**src/rtl/tone_voice_scheduler_if.sv**
```systemverilog
// ============================================================================
//  Module      : tone_voice_scheduler_if
//  Description : Voice configuration write channel (valid/ready + payload).
//  Revision    : 1.0 - initial release
// ============================================================================
`default_nettype none

interface tone_voice_scheduler_if #(
    parameter int NUM_VOICES = 4,
    parameter int FREQ_W     = 16
) ();
    logic                          cfg_valid;
    logic                          cfg_ready;
    logic [$clog2(NUM_VOICES)-1:0] cfg_voice;
    logic [FREQ_W-1:0]             cfg_freq;
    logic                          cfg_gate;

    modport master (
        output cfg_valid, cfg_voice, cfg_freq, cfg_gate,
        input  cfg_ready
    );

    modport slave (
        input  cfg_valid, cfg_voice, cfg_freq, cfg_gate,
        output cfg_ready
    );
endinterface

`default_nettype wire

```
**src/rtl/tone_voice_scheduler.sv**
```systemverilog
// ============================================================================
//  Module      : tone_voice_scheduler
//  Description : Round-robin tone voices sharing one phase adder; per-frame mix.
//  Revision    : 1.0 - initial release
// ============================================================================
`default_nettype none

module tone_voice_scheduler #(
    parameter int NUM_VOICES = 4,
    parameter int ACC_W      = 24,
    parameter int FREQ_W     = 16,
    parameter int OUT_W      = 8
) (
    input  logic                                 clk,
    input  logic                                 reset,
    input  logic                                 run,
    tone_voice_scheduler_if.slave                cfg,
    output logic [$clog2(NUM_VOICES)-1:0]        slot,
    output logic                                 sample_tick,
    output logic [OUT_W+$clog2(NUM_VOICES)-1:0]  mix_out
);

    localparam int                   c_slot_w = $clog2(NUM_VOICES);
    localparam int                   c_mix_w  = OUT_W + c_slot_w;
    localparam logic [c_slot_w-1:0]  c_slot_one  = c_slot_w'(1);
    localparam logic [c_slot_w-1:0]  c_slot_last = c_slot_w'(NUM_VOICES - 1);

    logic [ACC_W-1:0]    acc_q  [NUM_VOICES];
    logic [ACC_W-1:0]    acc_d  [NUM_VOICES];
    logic [FREQ_W-1:0]   freq_q [NUM_VOICES];
    logic [FREQ_W-1:0]   freq_d [NUM_VOICES];
    logic [NUM_VOICES-1:0] gate_q, gate_d;
    logic [c_slot_w-1:0] slot_q, slot_d;
    logic [c_mix_w-1:0]  partial_q, partial_d;
    logic [c_mix_w-1:0]  mix_q, mix_d;
    logic                tick_q, tick_d;

    logic [ACC_W-1:0]    w_new_acc;
    logic [c_mix_w-1:0]  w_contrib;

    // Shared adder: the voice in the current slot, using pre-write freq/gate.
    always_comb begin
        w_new_acc = acc_q[slot_q] + {freq_q[slot_q], {(ACC_W-FREQ_W){1'b0}}};
        w_contrib = gate_q[slot_q] ? {{c_slot_w{1'b0}}, w_new_acc[ACC_W-1 -: OUT_W]}
                                   : '0;
    end

    always_comb begin
        acc_d     = acc_q;
        freq_d    = freq_q;
        gate_d    = gate_q;
        slot_d    = slot_q;
        partial_d = partial_q;
        mix_d     = mix_q;
        tick_d    = 1'b0;

        if (run) begin
            slot_d = slot_q + c_slot_one;
            if (gate_q[slot_q]) begin
                acc_d[slot_q] = w_new_acc;
            end
            if (slot_q == c_slot_last) begin
                mix_d     = partial_q + w_contrib;
                partial_d = '0;
                tick_d    = 1'b1;
            end else begin
                partial_d = partial_q + w_contrib;
            end
        end else begin
            slot_d    = '0;
            partial_d = '0;
        end

        // Applied last so a gate-on phase reset wins over the slot update.
        if (cfg.cfg_valid) begin
            freq_d[cfg.cfg_voice] = cfg.cfg_freq;
            gate_d[cfg.cfg_voice] = cfg.cfg_gate;
            if (cfg.cfg_gate && !gate_q[cfg.cfg_voice]) begin
                acc_d[cfg.cfg_voice] = '0;
            end
        end
    end

    always_ff @(posedge clk) begin
        if (reset) begin
            for (int i = 0; i < NUM_VOICES; i++) begin
                acc_q[i]  <= '0;
                freq_q[i] <= '0;
            end
            gate_q    <= '0;
            slot_q    <= '0;
            partial_q <= '0;
            mix_q     <= '0;
            tick_q    <= 1'b0;
        end else begin
            acc_q     <= acc_d;
            freq_q    <= freq_d;
            gate_q    <= gate_d;
            slot_q    <= slot_d;
            partial_q <= partial_d;
            mix_q     <= mix_d;
            tick_q    <= tick_d;
        end
    end

    assign cfg.cfg_ready = 1'b1;
    assign slot          = slot_q;
    assign sample_tick   = tick_q;
    assign mix_out       = mix_q;

endmodule

`default_nettype wire

```
**src/flat_wrapper.sv**
```systemverilog
// flat-port wrapper written by rule: the top's interface ports become plain ports
module tone_voice_scheduler_flat 
#(
    parameter int NUM_VOICES = 4,
    parameter int ACC_W      = 24,
    parameter int FREQ_W     = 16,
    parameter int OUT_W      = 8
)
  (clk, reset, run, slot, sample_tick, mix_out, cfg_cfg_valid, cfg_cfg_voice, cfg_cfg_freq, cfg_cfg_gate, cfg_cfg_ready);
  tone_voice_scheduler_if #(.NUM_VOICES(NUM_VOICES), .FREQ_W(FREQ_W)) cfg_i ();
  input  logic clk;
  input  logic reset;
  input  logic run;
  output logic [$clog2(NUM_VOICES)-1:0] slot;
  output logic sample_tick;
  output logic [OUT_W+$clog2(NUM_VOICES)-1:0] mix_out;
  input wire logic [$bits(cfg_i.cfg_valid)-1:0] cfg_cfg_valid;
  input wire logic [$bits(cfg_i.cfg_voice)-1:0] cfg_cfg_voice;
  input wire logic [$bits(cfg_i.cfg_freq)-1:0] cfg_cfg_freq;
  input wire logic [$bits(cfg_i.cfg_gate)-1:0] cfg_cfg_gate;
  output wire logic [$bits(cfg_i.cfg_ready)-1:0] cfg_cfg_ready;
  assign cfg_i.cfg_valid = cfg_cfg_valid;
  assign cfg_i.cfg_voice = cfg_cfg_voice;
  assign cfg_i.cfg_freq = cfg_cfg_freq;
  assign cfg_i.cfg_gate = cfg_cfg_gate;
  assign cfg_cfg_ready = cfg_i.cfg_ready;
  tone_voice_scheduler #(.NUM_VOICES(NUM_VOICES), .ACC_W(ACC_W), .FREQ_W(FREQ_W), .OUT_W(OUT_W)) u_core (.clk(clk), .reset(reset), .run(run), .cfg(cfg_i), .slot(slot), .sample_tick(sample_tick), .mix_out(mix_out));
endmodule
```
**config.mk**
```make
export PLATFORM = sky130hd
export DESIGN_NAME = tone_voice_scheduler_flat
export DESIGN_NICKNAME = d
export VERILOG_FILES = /design/src/rtl/tone_voice_scheduler_if.sv /design/src/rtl/tone_voice_scheduler.sv /design/src/flat_wrapper.sv
export SDC_FILE = /design/constraint.sdc
export NUM_CORES = 1
export LEC_CHECK = 0
export ABC_AREA = 1
export CELL_PAD_IN_SITES_DETAIL_PLACEMENT = 1
export CELL_PAD_IN_SITES_GLOBAL_PLACEMENT = 2
export CORE_MARGIN = 2
export CORE_UTILIZATION = 31
export DETAILED_ROUTE_END_ITERATION = 10
export GPL_TIMING_DRIVEN = 0
export PLACE_DENSITY_LB_ADDON = 0.1
export RECOVER_POWER = 25
export SYNTH_ARGS = -nofsm -noshare
export SYNTH_HDL_FRONTEND = slang
export SYNTH_SLANG_ARGS = --single-unit
```
**constraint.sdc**
```tcl
create_clock -name clk -period 3.35 [get_ports clk]
set_clock_uncertainty 0.1 [all_clocks]
set_input_delay 0.67 -clock clk [delete_from_list [all_inputs] [get_ports clk]]
set_output_delay 0.67 -clock clk [all_outputs]
set_load 0.005 [all_outputs]
```
After elaboration in Yosys (flattened, before gate mapping). Index checks and enable logic that the tools add are counted.

Register bits: 187. Logic and storage cells: 64.

Add/sub/neg operators: 3. Magnitude comparators: 7. Eq/ne operators: 1. Muxes and demuxes: 27. Bitwise logic cells: 5. Reductions and logical operators: 8.

Operators by type and width (count): 96-bit two-way mux (4); 96-bit AND (1); 96-bit bitwise mux (1); 24-bit demux with 2-bit select (2); 24-bit two-way mux (4); 96-bit NOT (1); 64-bit bitwise mux (1); 24-bit binary-select mux with 2-bit select (1); 16-bit two-way mux (3); 16-bit binary-select mux with 2-bit select (1); 16-bit demux with 2-bit select (1); 24-bit adder (1); 10-bit adder (1); 8-bit two-way mux (1); 3-bit >= comparator (second input constant) (2); 2-bit by 3-bit less-than comparator with 1-bit output (second input constant) (2); 3-bit by 1-bit less-than comparator with 1-bit output (second input constant) (2); 2-bit NOT with 3-bit output (2); 1-bit binary-select mux with 2-bit select (2); 4-bit bitwise mux (1); 1-bit logical AND (4); 1-bit two-way mux (4); 3-bit OR reduction (1); 2-bit by 1-bit adder with 2-bit output (second input constant) (1); other kinds (7) (7).

Logic depth before layout (Yosys ltp). Gate-level depths: netlist (run 1).

Depth in word-level cells: 11. Depth in mapped cells: 25.

Worst setup path before layout (run 1). Ideal clock, no wire load.

Path kind: register -> register. Start: reg u_core.slot_q[0] (netlist: u_core.slot[0]). End: reg u_core.mix_q[6] (netlist: u_core.mix_out[6]). Setup time: 0.109 ns. Arrival time: 3.474 ns. Required time: 3.141 ns. Setup slack: -0.333 ns. Cell stages (with the launch flop): 23. Period minus slack after synthesis: 3.683 ns. Cells stage by stage: dfxtp_1 -> clkbuf_1 -> clkbuf_1 -> nor2_1 -> o22ai_1 -> ha_1 -> fa_1 -> nand3_1 -> nand2_1 -> nand2_1 -> nand2_1 -> xnor2_1 -> nor2_1 -> ha_1 -> inv_1 -> fa_1 -> nand3b_1 -> nand2_1 -> a21oi_1 -> xor2_1 -> nand2_1 -> nand2_1 -> inv_1.

Word-level cells in the longest chain between the ends: 7.

Ends and longest elaborated chain: start, declared (RTL line tone_voice_scheduler.sv:33) `logic [c_slot_w-1:0] slot_q, slot_d;`; start signal, assigned (RTL line tone_voice_scheduler.sv:99) `slot_q <= slot_d;`; 2-bit NOT with 3-bit output (not written as such) (RTL line tone_voice_scheduler.sv:43) `w_new_acc = acc_q[slot_q] + {freq_q[slot_q], {(ACC_W-FREQ_W){1'b0}}};`; 24-bit binary-select mux with 2-bit select / 16-bit binary-select mux with 2-bit select (equally long branches) (RTL line tone_voice_scheduler.sv:43); 24-bit two-way mux (not written as such) / 16-bit two-way mux (equally long branches) (2 in series) (RTL line tone_voice_scheduler.sv:43); 24-bit adder (RTL line tone_voice_scheduler.sv:43); 8-bit two-way mux (RTL line tone_voice_scheduler.sv:44) `w_contrib = gate_q[slot_q] ? {{c_slot_w{1'b0}}, w_new_acc[ACC_W-1 -: OUT_W]}`; 10-bit adder (RTL line tone_voice_scheduler.sv:63) `mix_d = partial_q + w_contrib;`; end signal, assigned (RTL line tone_voice_scheduler.sv:101) `mix_q <= mix_d;`; end, declared (RTL line tone_voice_scheduler.sv:35) `logic [c_mix_w-1:0] mix_q, mix_d;`.

Parallel ways exist; a longest one is shown, timed or not. The select of a mux whose other input is x is not followed. A chain may end at the register's enable or synchronous reset.

Worst setup path after layout (run 1). Same ends and word-level chain as after synthesis.

==> run_results.csv, run 1 <==
group,metric,value,unit
run_status,status,"finished, violations left",
run_status,violations,"negative setup slack",
critical_path,endpoint_kind,"flip-flop",
critical_path,worstSetupStartpointType,"flip-flop",
route,num_vias,8485,
cells_and_area,syn2layout_area_growth,39.8,%
synth,yosys.area.top_type_share,38.1,%
cts,h-tree-depth,4,
cts,cts_hold_buf,0,
cts,worstSkewPairLatency,0.44,ns
critical_path,critPathSlowestCell,"dfxtp_4",
cts,root_buffer,"clkbuf_16",
sta,max_slew.worst_pin.slew,0.933,ns
critical_path,path_delay_family,"buffers and inverters",
synth,yosysMostFrequentCell,"nor2_1",
synth,syn_nets,1287,
synth,netlist_area,8150,um2
cts,cts_sinks,155,
synth,synth_cell_type_count,39,
sta,min_period_over_period,109,%
sta,whs,0.371,ns
critical_path,crit_top_cell,"nand2_1",
cells_and_area,fin_nets,1414,
cells_and_area,multi_input_area,5090,um2
route,wl,33.2,mm
cells_and_area,fill_cells,3195,
floorplan,rows,59,
cts,cts_tree,"built",
synth,yosys.area.top_type,"dfxtp_1",
floorplan,io_pins,37,
cells_and_area,regArea,3110,um2
power,ir_worst_vdd,0.000316,V
global_routing,grt_pass1_vias,8766,
synth,netlist_instances,1235,
cts,cts_made_buffers,17,
place,numPortBuffers,35,
sta,fmax,275,MHz
synth,synth_edf_count,0,
synth,synth_common_cells,"nor2_1 (296), nand2_1 (204), dfxtp_1 (155)",
synth,synth_area_per_cell,6.60,um2
synth,yosysSeqAreaShare,38.1,%
min_path,min_path_type,"flip-flop to flip-flop",
sta,slew_violations,0,
global_routing,antenna_found_initial,0,
synth,synth_flop_cell,"dfxtp_1",
sta,fin_ws,-0.291,ns
cells_and_area,n_antenna_cell,0,
synth,synth_seq_cells,155,
critical_path,cp_cell_sequence,"inv_8 > clkbuf_16 > clkbuf_16 > buf_12 > a21oi_2 > a21oi_2 > ha_4 > nand2_1 > inv_1 > nand2_1 > inv_1 > nand2_2 > nand2_1 > nand2_2 > a21oi_4 > ha_4 > a21oi_2 > nand2_2 > a21oi_2 > xor2_2 > nand2_1 > nand2_1 > inv_1",
critical_path,max_stage_delay,0.44,ns
power,power.density,439,nW/um2
critical_path,required,3.60,ns
cts,clock_path_buffers,2,
place,dp_slack,-1.43,ns
place,hpwl,22.4,mm
floorplan,fp.dieW,166,um
global_routing,grt_pass1_wl,51.8,mm
critical_path,crit_fanout,7,
floorplan,die-area,27600,um2
synth,synth_area_leaders,"dfxtp_1 (38%), nor2_1 (14%), nand2_1 (9.4%), o21ai_0 (8.1%), inv_1 (7.1%)",
route,drc,0,
floorplan,start_util,31.5,%
sta,fin_crit,3.64,ns
global_routing,grt_max_degree,17,
cts,clk_pin_slew,0.08,ns
critical_path,crit_type,"flip-flop to flip-flop",
power,p_leak,0.00532,uW
floorplan,die_h,166,um
sta,setup_violations,15,
route,vias_per_cell,4.96,
sta,hold_violations,0,
run,cap_violations,0,
global_routing,grt_use_total,24.5,%
sta,grt_setup_unrepaired,"yes",
route,drt_iter0_markers,341,
global_routing,grt.overflow.total,0,
route,first_pass_iters,5,
cells_and_area,utilization,44.0,%
route,ant_nets,0,
place,place_congestion,0.829,
critical_path,worst-path-buf-inv,7,
synth,yosys_warnings,0,
critical_path,cp_data_arrival_time,3.89,ns
route,wl_per_cell,19.4,um
floorplan,coreArea,25900,um2
sta,max_slew_margin,37.3,%
synth,async_flop_share,0,%
cells_and_area,layout-drive-gt1-share,23.3,%
==> through the flow <==
step	setup TNS, ns	area, um2	power, uW	cells
floorplan	0	8240	2380	1235
global placement	-24.95	9010	2630	1605
detailed placement	-24.90	9010	2640	1605
CTS	-1.86	11100	4980	1692
global route	-6.00	11400	5210	1710
finish	-2.49	11400	5000	1710
==> placed cells by master, fill, tap and decap left out, types with 7 or more instances in the layout <==
cell type,instances
a21oi_2,21
nand2_4,10
clkbuf_1,20
o21ai_2,9
nor2_4,9
nor2_1,281
o21ai_1,23
clkbuf_16,28
ha_1,11
dfxtp_1,153
nor2_2,9
o21ai_0,100
nand3_1,44
nand3_2,10
clkbuf_8,9
o211ai_1,8
a21oi_1,33
ha_4,15
xor2_1,7
dlygate4sd3_1,14
inv_1,150
nor3_2,8
nand2_1,163
buf_6,9
buf_4,72
nand2_2,31
inv_2,9
o22ai_2,15
clkdlybuf4s50_1,21
==> worst paths after layout <==
check | from | endpoint | slack, ns | cells after the start
hold / removal | u_core.acc_q[9] | u_core.acc_q[9] | 0.37 | 2
setup reg to reg | u_core.slot[0] | u_core.mix_out[6] | -0.29 | 23
hold reg to reg | u_core.acc_q[9] | u_core.acc_q[9] | 0.37 | 2
setup / recovery | u_core.slot[0] | u_core.mix_out[6] | -0.29 | 23
==> sequential cells by signal, summed over array words and instances, names as in the netlist <==
name	count
u_core.freq_q	64
u_core.acc_q	64
u_core.sample_tick	1
u_core.mix_out	10
u_core.partial_q	10
u_core.slot	2
u_core.gate_q	4
==> report_power, final <==
group          switching [uW]  internal, uW
Sequential               38.9          1900
Clock                     928          1130
Combinational             590           413
Total                    1560          3450
==> worst reg2reg max path: stages, from the launching register on <==
cell and delay [ns]:
dfxtp_4 0.44, inv_8 0.07, clkbuf_16 0.17, clkbuf_16 0.18
buf_12 0.14, a21oi_2 0.14, a21oi_2 0.07, ha_4 0.30
nand2_1 0.10, inv_1 0.09, nand2_1 0.11, inv_1 0.09
nand2_2 0.08, nand2_1 0.10, nand2_2 0.11, a21oi_4 0.22
ha_4 0.26, a21oi_2 0.14, nand2_2 0.10, a21oi_2 0.18
xor2_2 0.20, nand2_1 0.07, nand2_1 0.08, inv_1 0.04
==> kinds of logic after synthesis <==
family	Yosys count	share of synthesized area [%]
fa+ha+maj	29	4.64
simple gates	590	29.8
xor+xnor	13	1.40
compound gates	230	15.1
flops	155	38.1
other cells	1	0.0460
buf+inv	217	10.9
==> layer usage <==
metal	track usage [%]	share of wire, %	wire length, um	vias up
met5	0	0	0	-
met4	7.45	2.1	688	0
met3	3.41	2.9	952	33
met2	41.0	47	15600	116
met1	33.0	48	15900	4173
li1	-	-	-	4163
==> cell type report <==
type | count | share of cell area [%]
multi-input cells | 863 | 44.7
flip-flops and latches | 155 | 27.3
repair buffers | 107 | 8.42
inverters | 162 | 5.43
plain buffers | 55 | 5.10
clock buffers | 18 | 3.77
well taps | 335 | 3.68
clock inverters | 14 | 1.59
repair inverters | 1 | 0.0549
==> what timing repair did <==
| item | 4_1_cts | 5_1_grt |
|---|---|---|
| setup buffers | 50 | 19 |
| resized for setup | 239 | 38 |
| endpoints found under the hold margin | 0 | 0 |
| pin swaps | 54 | 32 |
| endpoints found under the setup margin | 44 | 16 |
| gates cloned | 5 | 0 |
No activity file was read; power rests on OpenSTA's default activity.
==> run 2, diff against run 1 <==
- CAP_MARGIN: default -> 20
- CTS_CLUSTER_SIZE: default -> 30
==> results of run 2 <==
Final layout, timing and power as in run 1 (identical DEF).
